`src/rtl/dbus_uart_tx_pkg.sv`:
```
// Shared definitions for the dBus transmit UART: register offsets, STATUS bit layout, FSM encoding.
// No logic; imported by the UART top.
package dbus_uart_tx_pkg;

  localparam logic [1:0] ADDR_TXDATA  = 2'd0;
  localparam logic [1:0] ADDR_STATUS  = 2'd1;
  localparam logic [1:0] ADDR_DIVISOR = 2'd2;

  localparam int STAT_FULL  = 0;
  localparam int STAT_EMPTY = 1;
  localparam int STAT_BUSY  = 2;
  localparam int STAT_OVF   = 3;

  localparam logic [1:0] ST_IDLE  = 2'd0;
  localparam logic [1:0] ST_START = 2'd1;
  localparam logic [1:0] ST_DATA  = 2'd2;
  localparam logic [1:0] ST_STOP  = 2'd3;

  function automatic logic [31:0] packStatus(input logic full, input logic empty,
                                             input logic busy, input logic ovf);
    logic [31:0] s;
    s            = '0;
    s[STAT_FULL] = full;
    s[STAT_EMPTY]= empty;
    s[STAT_BUSY] = busy;
    s[STAT_OVF]  = ovf;
    return s;
  endfunction

endpackage

```
`src/rtl/dbus_uart_tx_if.sv`:
```
// dBus peripheral command/read-data bundle; master is the CPU side, slave the peripheral.
// Reads return rdata one cycle after the command; no stall signal exists.
interface dbus_uart_tx_if;
  logic        cmd_valid;
  logic        cmd_wr;
  logic [1:0]  cmd_addr;
  logic [31:0] cmd_wdata;
  logic [31:0] rdata;

  modport master (output cmd_valid, cmd_wr, cmd_addr, cmd_wdata, input rdata);
  modport slave  (input cmd_valid, cmd_wr, cmd_addr, cmd_wdata, output rdata);
endinterface

```
`src/rtl/dbus_uart_tx_sync_fifo.sv`:
```
// Generic synchronous FIFO, show-ahead dout, zero-latency flags.
// Push on full is accepted only with a same-cycle pop; pop on empty is ignored.
module dbus_uart_tx_sync_fifo #(
  parameter int WIDTH = 8,
  parameter int DEPTH = 8,
  parameter int AW    = 3
) (
  input  logic             clk,
  input  logic             reset,
  input  logic             push,
  input  logic             pop,
  input  logic [WIDTH-1:0] din,
  output logic [WIDTH-1:0] dout,
  output logic             full,
  output logic             empty
);

  logic [WIDTH-1:0] mem [DEPTH];
  logic [AW:0]      wrPtr;
  logic [AW:0]      rdPtr;
  logic             doPush;
  logic             doPop;

  assign doPop  = pop && !empty;
  assign doPush = push && (!full || doPop);

  // Extra MSB distinguishes full from empty when the index bits match.
  assign empty = (wrPtr == rdPtr);
  assign full  = (wrPtr[AW] != rdPtr[AW]) && (wrPtr[AW-1:0] == rdPtr[AW-1:0]);
  assign dout  = mem[rdPtr[AW-1:0]];

  always_ff @(posedge clk) begin
    if (reset) begin
      wrPtr <= '0;
      rdPtr <= '0;
    end else begin
      if (doPush) wrPtr <= wrPtr + (AW+1)'(1);
      if (doPop)  rdPtr <= rdPtr + (AW+1)'(1);
    end
  end

  always_ff @(posedge clk) begin
    if (doPush) mem[wrPtr[AW-1:0]] <= din;
  end

endmodule

```
`src/rtl/dbus_uart_tx.sv`:
```
// Transmit-only 8N1 UART on the dBus: CPU pushes bytes into a FIFO, shifter drains them at div clk/bit.
// Reads answer one cycle after the command; a TXDATA write to a full FIFO is dropped and flags overflow.
module dbus_uart_tx
  import dbus_uart_tx_pkg::*;
#(
  parameter int FIFO_DEPTH  = 8,
  parameter int FIFO_AW     = 3,
  parameter int DEFAULT_DIV = 434,
  parameter int DIV_BITS    = 16
) (
  input  logic           clk,
  input  logic           reset,
  dbus_uart_tx_if.slave  bus,
  output logic           txd,
  output logic           irq_empty
);

  logic [1:0]          state, nextState;
  logic [DIV_BITS-1:0] divReg;
  logic [DIV_BITS-1:0] timer, nextTimer;
  logic [2:0]          bitIdx, nextBitIdx;
  logic [7:0]          shifter, nextShifter;
  logic                nextTxd;
  logic                pop;
  logic                overflow;
  logic [31:0]         rdataReg;
  logic [31:0]         readMux;

  logic                fifoFull, fifoEmpty;
  logic [7:0]          fifoDout;

  logic isWrite, isRead, txPush, pushOk, bitEnd;
  logic [DIV_BITS-1:0] reload;

  wire unusedBits = &{1'b0, bus.cmd_wdata[31:DIV_BITS]};

  assign isWrite = bus.cmd_valid && bus.cmd_wr;
  assign isRead  = bus.cmd_valid && !bus.cmd_wr;
  assign txPush  = isWrite && (bus.cmd_addr == ADDR_TXDATA);
  assign pushOk  = txPush && (!fifoFull || pop);
  assign bitEnd  = (timer == '0);
  // Timer is loaded only at a bit start, so divisor writes never stretch a bit in flight.
  assign reload  = divReg - DIV_BITS'(1);

  dbus_uart_tx_sync_fifo #(
    .WIDTH (8),
    .DEPTH (FIFO_DEPTH),
    .AW    (FIFO_AW)
  ) txFifo (
    .clk   (clk),
    .reset (reset),
    .push  (txPush),
    .pop   (pop),
    .din   (bus.cmd_wdata[7:0]),
    .dout  (fifoDout),
    .full  (fifoFull),
    .empty (fifoEmpty)
  );

  always_comb begin
    nextState   = state;
    nextTimer   = timer;
    nextBitIdx  = bitIdx;
    nextShifter = shifter;
    pop         = 1'b0;
    case (state)
      ST_IDLE: begin
        if (!fifoEmpty) begin
          pop         = 1'b1;
          nextShifter = fifoDout;
          nextTimer   = reload;
          nextState   = ST_START;
        end
      end
      ST_START: begin
        if (bitEnd) begin
          nextState  = ST_DATA;
          nextBitIdx = '0;
          nextTimer  = reload;
        end else begin
          nextTimer = timer - DIV_BITS'(1);
        end
      end
      ST_DATA: begin
        if (bitEnd) begin
          nextTimer = reload;
          if (bitIdx == 3'd7) begin
            nextState = ST_STOP;
          end else begin
            nextBitIdx  = bitIdx + 3'd1;
            nextShifter = shifter >> 1;
          end
        end else begin
          nextTimer = timer - DIV_BITS'(1);
        end
      end
      default: begin
        if (bitEnd) begin
          // Chain straight into the next start bit when more data waits.
          if (!fifoEmpty) begin
            pop         = 1'b1;
            nextShifter = fifoDout;
            nextTimer   = reload;
            nextState   = ST_START;
          end else begin
            nextState = ST_IDLE;
          end
        end else begin
          nextTimer = timer - DIV_BITS'(1);
        end
      end
    endcase
  end

  always_comb begin
    nextTxd = 1'b1;
    if (nextState == ST_START)     nextTxd = 1'b0;
    else if (nextState == ST_DATA) nextTxd = nextShifter[0];
  end

  always_comb begin
    readMux = '0;
    case (bus.cmd_addr)
      ADDR_STATUS:  readMux = packStatus(fifoFull, fifoEmpty, state != ST_IDLE, overflow);
      ADDR_DIVISOR: readMux = 32'(divReg);
      default:      readMux = '0;
    endcase
  end

  always_ff @(posedge clk) begin
    if (reset) begin
      state     <= ST_IDLE;
      timer     <= '0;
      bitIdx    <= '0;
      shifter   <= '0;
      txd       <= 1'b1;
      divReg    <= DIV_BITS'(DEFAULT_DIV);
      overflow  <= 1'b0;
      rdataReg  <= '0;
      irq_empty <= 1'b1;
    end else begin
      state     <= nextState;
      timer     <= nextTimer;
      bitIdx    <= nextBitIdx;
      shifter   <= nextShifter;
      txd       <= nextTxd;
      irq_empty <= fifoEmpty && (state == ST_IDLE);
      if (isWrite && bus.cmd_addr == ADDR_DIVISOR) begin
        divReg <= (bus.cmd_wdata[DIV_BITS-1:0] == '0) ? DIV_BITS'(1)
                                                      : bus.cmd_wdata[DIV_BITS-1:0];
      end
      if (isWrite && bus.cmd_addr == ADDR_STATUS && bus.cmd_wdata[STAT_OVF]) overflow <= 1'b0;
      if (txPush && !pushOk) overflow <= 1'b1;
      if (isRead) rdataReg <= readMux;
    end
  end

  assign bus.rdata = rdataReg;

endmodule
```
`src/flat_wrapper.sv`:
```
// flat-port wrapper written by rule: the top's interface ports become plain ports
module dbus_uart_tx_flat import dbus_uart_tx_pkg::*;
#(
  parameter int FIFO_DEPTH  = 8,
  parameter int FIFO_AW     = 3,
  parameter int DEFAULT_DIV = 434,
  parameter int DIV_BITS    = 16
)
  (clk, reset, txd, irq_empty, bus_cmd_valid, bus_cmd_wr, bus_cmd_addr, bus_cmd_wdata, bus_rdata);
  dbus_uart_tx_if bus_i ();
  input  logic clk;
  input  logic reset;
  output logic txd;
  output logic irq_empty;
  input wire logic [$bits(bus_i.cmd_valid)-1:0] bus_cmd_valid;
  input wire logic [$bits(bus_i.cmd_wr)-1:0] bus_cmd_wr;
  input wire logic [$bits(bus_i.cmd_addr)-1:0] bus_cmd_addr;
  input wire logic [$bits(bus_i.cmd_wdata)-1:0] bus_cmd_wdata;
  output wire logic [$bits(bus_i.rdata)-1:0] bus_rdata;
  assign bus_i.cmd_valid = bus_cmd_valid;
  assign bus_i.cmd_wr = bus_cmd_wr;
  assign bus_i.cmd_addr = bus_cmd_addr;
  assign bus_i.cmd_wdata = bus_cmd_wdata;
  assign bus_rdata = bus_i.rdata;
  dbus_uart_tx #(.FIFO_DEPTH(FIFO_DEPTH), .FIFO_AW(FIFO_AW), .DEFAULT_DIV(DEFAULT_DIV), .DIV_BITS(DIV_BITS)) u_core (.clk(clk), .reset(reset), .bus(bus_i), .txd(txd), .irq_empty(irq_empty));
endmodule
```
`config.mk`:
```
export PLATFORM = sky130hd
export DESIGN_NAME = dbus_uart_tx_flat
export DESIGN_NICKNAME = d
export VERILOG_FILES = /design/src/rtl/dbus_uart_tx_pkg.sv /design/src/rtl/dbus_uart_tx_if.sv /design/src/rtl/dbus_uart_tx_sync_fifo.sv /design/src/rtl/dbus_uart_tx.sv /design/src/flat_wrapper.sv
export SDC_FILE = /design/constraint.sdc
export NUM_CORES = 1
export LEC_CHECK = 0
export ABC_AREA = 1
export CAP_MARGIN = 10
export CORE_MARGIN = 1.5
export CORE_UTILIZATION = 25
export CTS_CLUSTER_DIAMETER = 50
export DETAILED_ROUTE_END_ITERATION = 16
export PLACE_DENSITY = 0.5
export SYNTH_ARGS = -nofsm -noshare
export SYNTH_HDL_FRONTEND = slang
export SYNTH_SLANG_ARGS = --single-unit
export TNS_END_PERCENT = 100
```
`constraint.sdc`:
```
create_clock -name clk -period 3.35 [get_ports clk]
set_input_delay 0.5025 -clock clk [delete_from_list [all_inputs] [get_ports clk]]
set_output_delay 0.5025 -clock clk [all_outputs]
set_load 0.005 [all_outputs]
```
==> impl_metrics.yaml <==
place:
  pre_cts_slack_ns: 0.6654
  place_congestion: 0.7983
  place.detailed.hpwl_microns: 13500
  dp.cells: 1380
  port_buffers: 39
synthesis:
  yosys_warnings: 0
  synthFlopType: "dfxtp_1"
  synth_top_cell_by_area: "edfxtp_1"
  synth_area_leaders: "edfxtp_1 (26%), dfxtp_1 (20%), nand2_1 (12%), nor2_1 (7.6%), nand3_1 (4.7%)"
  ys_seq_elements: 139
  avgSynthCellArea_sq_um: 7.724
  syn_inst: 964
  synth.cell_area_sq_um: 7446
  synth.most_common_cell: "nand2_1"
  synth_top_cell_area_share: 0.2581
  synth_common_cells: "nand2_1 (238), nor2_1 (150), dfxtp_1 (75)"
  synth_edf_count: 64
  yosysSeqAreaShare: 0.4598
  async_flop_share: 0
  synth_cell_types: 47
clocking:
  cts_inserted_buffers: 17
  htree_levels: 4
  clkLatencyLatePin_ns: 0.42
  clockBufferDepth: 2
  postCtsSetupRepairBufs: 0
  clk_pin_slew_worst_paths_ns: 0.06
  postCtsHoldBufs: 0
  clock_sink_count: 139
  clock-root-buffer: "clkbuf_16"
  tritoncts: "built"
  cts-resized-gates: 0
cells_and_area:
  post_route_cells_drive_above_1_share: 0.09589
  stdcell_count: 1412
  n_antenna_cell: 0
  fin_nets: 1060
  fin_util: 0.3012
  layout-area-overhead-vs-synth_pct: 19.24
run:
  drv_cap: 0
critical_path:
  critical_path_class: "register to register"
  rrSetupSlack_ns: 0.93
  critical-path-max-stage-delay_ns: 0.61
  cp-end-kind: "register"
  cp.required_ns: 3.66
  cp_top_family: "buffers and inverters"
  rr_endpoint: "u_core.shifter[4]"
  path_buf_inv: 3
  r2r-start: "u_core.state[1]"
  cp_common_cell: "inv_1"
  crit_chain: "inv_1, ha_1, inv_1, o21ai_0, nand2_1, inv_1, nand2_1, nor2_1, nor2_1"
  worst_ep_arrival_time_ns: 2.73
  critical_path.max_fanout: 14
  r2r_cells: 9
  crit_path_start_kind: "register"
  cpMaxStageDelayCell: "ha_1"
route:
  wire_per_inst_microns: 13.96
  first_iter_violations: 533
  postRouteAntennaNets: 0
  dr_total_vias: 6309
  firstDrtPassIters: 11
  route.detailed.drc: 1
  via_per_inst: 4.468
  routed_wl_microns: 19710
global_routing:
  grt_pass1_vias: 6022
  antenna_found_initial: 0
  grtUsageMet1: 0.1755
  grt_use_met2: 0.2166
  busiest_layer: "met2"
  grtUsageTotal: 0.1316
  grt_pass1_wl_microns: 32120
  grt_max_degree: 37
  grt_util_met3: 0.02403
  overflow: 0
power_and_ir_drop:
  finalPower_uw: 6552
  leakagePower_uw: 0.003519
  p_per_area_nw_per_um2: 737.9
  ir_drop_mv: 0.4448
sta:
  slew_viol_final: 0
  rsz0062_at_grt: "false"
  fin_crit_sh: 0.7237
  setup_tns_ns: 0
  maxSlewHeadroom: 0.5440
  skew_ns: 0.01063
  hold_violations: 0
  finalSetupViolCount: 0
  clock.fmax_ghz: 0.4125
  finalWorstSetupSlack_ns: 0.9257
  worst_pin_slew_ns: 0.6840
  fin_crit_ns: 2.424
die:
  ioPinCount: 72
  die_h_microns: 175.6
  dieWidth_microns: 175.6
  start_util: 0.2526
  rows: 63
  die_area_sq_um: 30830
  core_sq_um: 29480
outcome:
  status: "complete, but fails checks"
  failed_checks: "design-rule violations"
hold_path:
  hold-path-cell-count: 2
  hp-start: "u_core.bus.rdata[7]"
  hold_path.class: "register to register"
  worst_hold_path.endpoint: "u_core.bus.rdata[7]"
[flip-flops by register name, indices dropped and copies added (netlist names), named ones only]
signal and flops:
u_core.txd 1, u_core.txFifo.wrPtr 4, u_core.timer 16, u_core.bitIdx 3, u_core.bus.rdata 16, u_core.divReg 16
u_core.irq_empty 1, u_core.txFifo.mem 64, u_core.txFifo.rdPtr 4, u_core.state 2, u_core.shifter 8, u_core.overflow 1
[logic make-up (layout without fill, tap and decap cells)]
logic type / after synthesis / in the layout / synth area share
buffers and inverters: 127 / 170 / 0.07747
and+or+nand+nor: 504 / 504 / 0.2964
other: 1 / 16 / 0.0005036
AOI/OAI and AO/OA: 155 / 155 / 0.1146
DFF: 139 / 139 / 0.4598
xor gates and xnor gates: 25 / 25 / 0.02941
adders and majority gates: 13 / 13 / 0.02185
[report_power, final]
group | internal (uW) | leakage (uW) | switching (uW)
Combinational | 843 | 0.00205 | 1710
Clock | 1180 | 0.000281 | 747
Sequential | 1930 | 0.00119 | 143
[routing by layer]
layer,share of wire,routed length (microns),vias up
li1,-,-,3248
met1,0.48,9530,2915
met2,0.47,9278,136
met3,0.038,750,10
met4,0.0075,147,0
met5,0,0,-
[how the worst max path moves through the flow]
stage	depth (start not counted)	start	endpoint	slack (ns)
6_report	9	u_core.state[1]	u_core.shifter[4]	0.93
4_1_cts	9	u_core.state[1]	u_core.shifter[4]	0.90
5_1_grt	9	u_core.state[1]	u_core.shifter[6]	0.65
3_3_place_gp	9	bus_cmd_addr[0]	u_core.divReg[0]	0.64
2_1_floorplan	12	u_core.timer[0]	u_core.txFifo.mem[1][0]	0.99
3_5_place_dp	9	bus_cmd_addr[0]	u_core.divReg[0]	0.67
[cell usage in the layout (no fill, tap or decap), types with 4 or more instances in the layout]
| cell type | count |
|---|---|
| clkdlybuf4s50_1 | 39 |
| inv_1 | 60 |
| dfxtp_1 | 75 |
| o21ai_0 | 70 |
| nand3_1 | 70 |
| nand2_2 | 6 |
| nand2_1 | 238 |
| nor2_2 | 4 |
| o21ai_1 | 10 |
| edfxtp_1 | 64 |
| clkbuf_16 | 17 |
| nor2_4 | 5 |
| o211ai_1 | 6 |
| a21oi_1 | 39 |
| nand4_1 | 7 |
| a211oi_1 | 4 |
| nor2_1 | 150 |
| inv_6 | 5 |
| buf_4 | 29 |
| ha_1 | 13 |
| o22ai_1 | 15 |
| inv_2 | 7 |
| nor4_1 | 4 |
| conb_1 | 16 |
| xor2_1 | 22 |
[metrics by stage]
step | hold slack, ns | cell area, sq um
2_1_floorplan | 0.4511 | 7502
3_3_place_gp | 0.4599 | 8284
3_5_place_dp | 0.4608 | 8284
4_1_cts | 0.4705 | 8879
5_1_grt | 0.4950 | 8879
6_report | 0.4681 | 8879
[worst reg2reg max path, cell delays in order, from the launching register on]
cell	delay, ns
dfxtp_1	0.36
inv_1	0.12
ha_1	0.61
inv_1	0.37
o21ai_0	0.25
nand2_1	0.09
inv_1	0.27
nand2_1	0.10
nor2_1	0.11
nor2_1	0.04
[area by class of cell]
class	count	area (sq um)
Tap cell	390	488.0
Sequential cell	139	3423
Timing Repair Buffer	68	608.1
Fill cell	3181	20600
Clock buffer	19	432.9
Inverter	70	262.8
Multi-Input combinational cell	713	3502
Clock inverter	13	161.4
(Power assumes the default switching activity.)
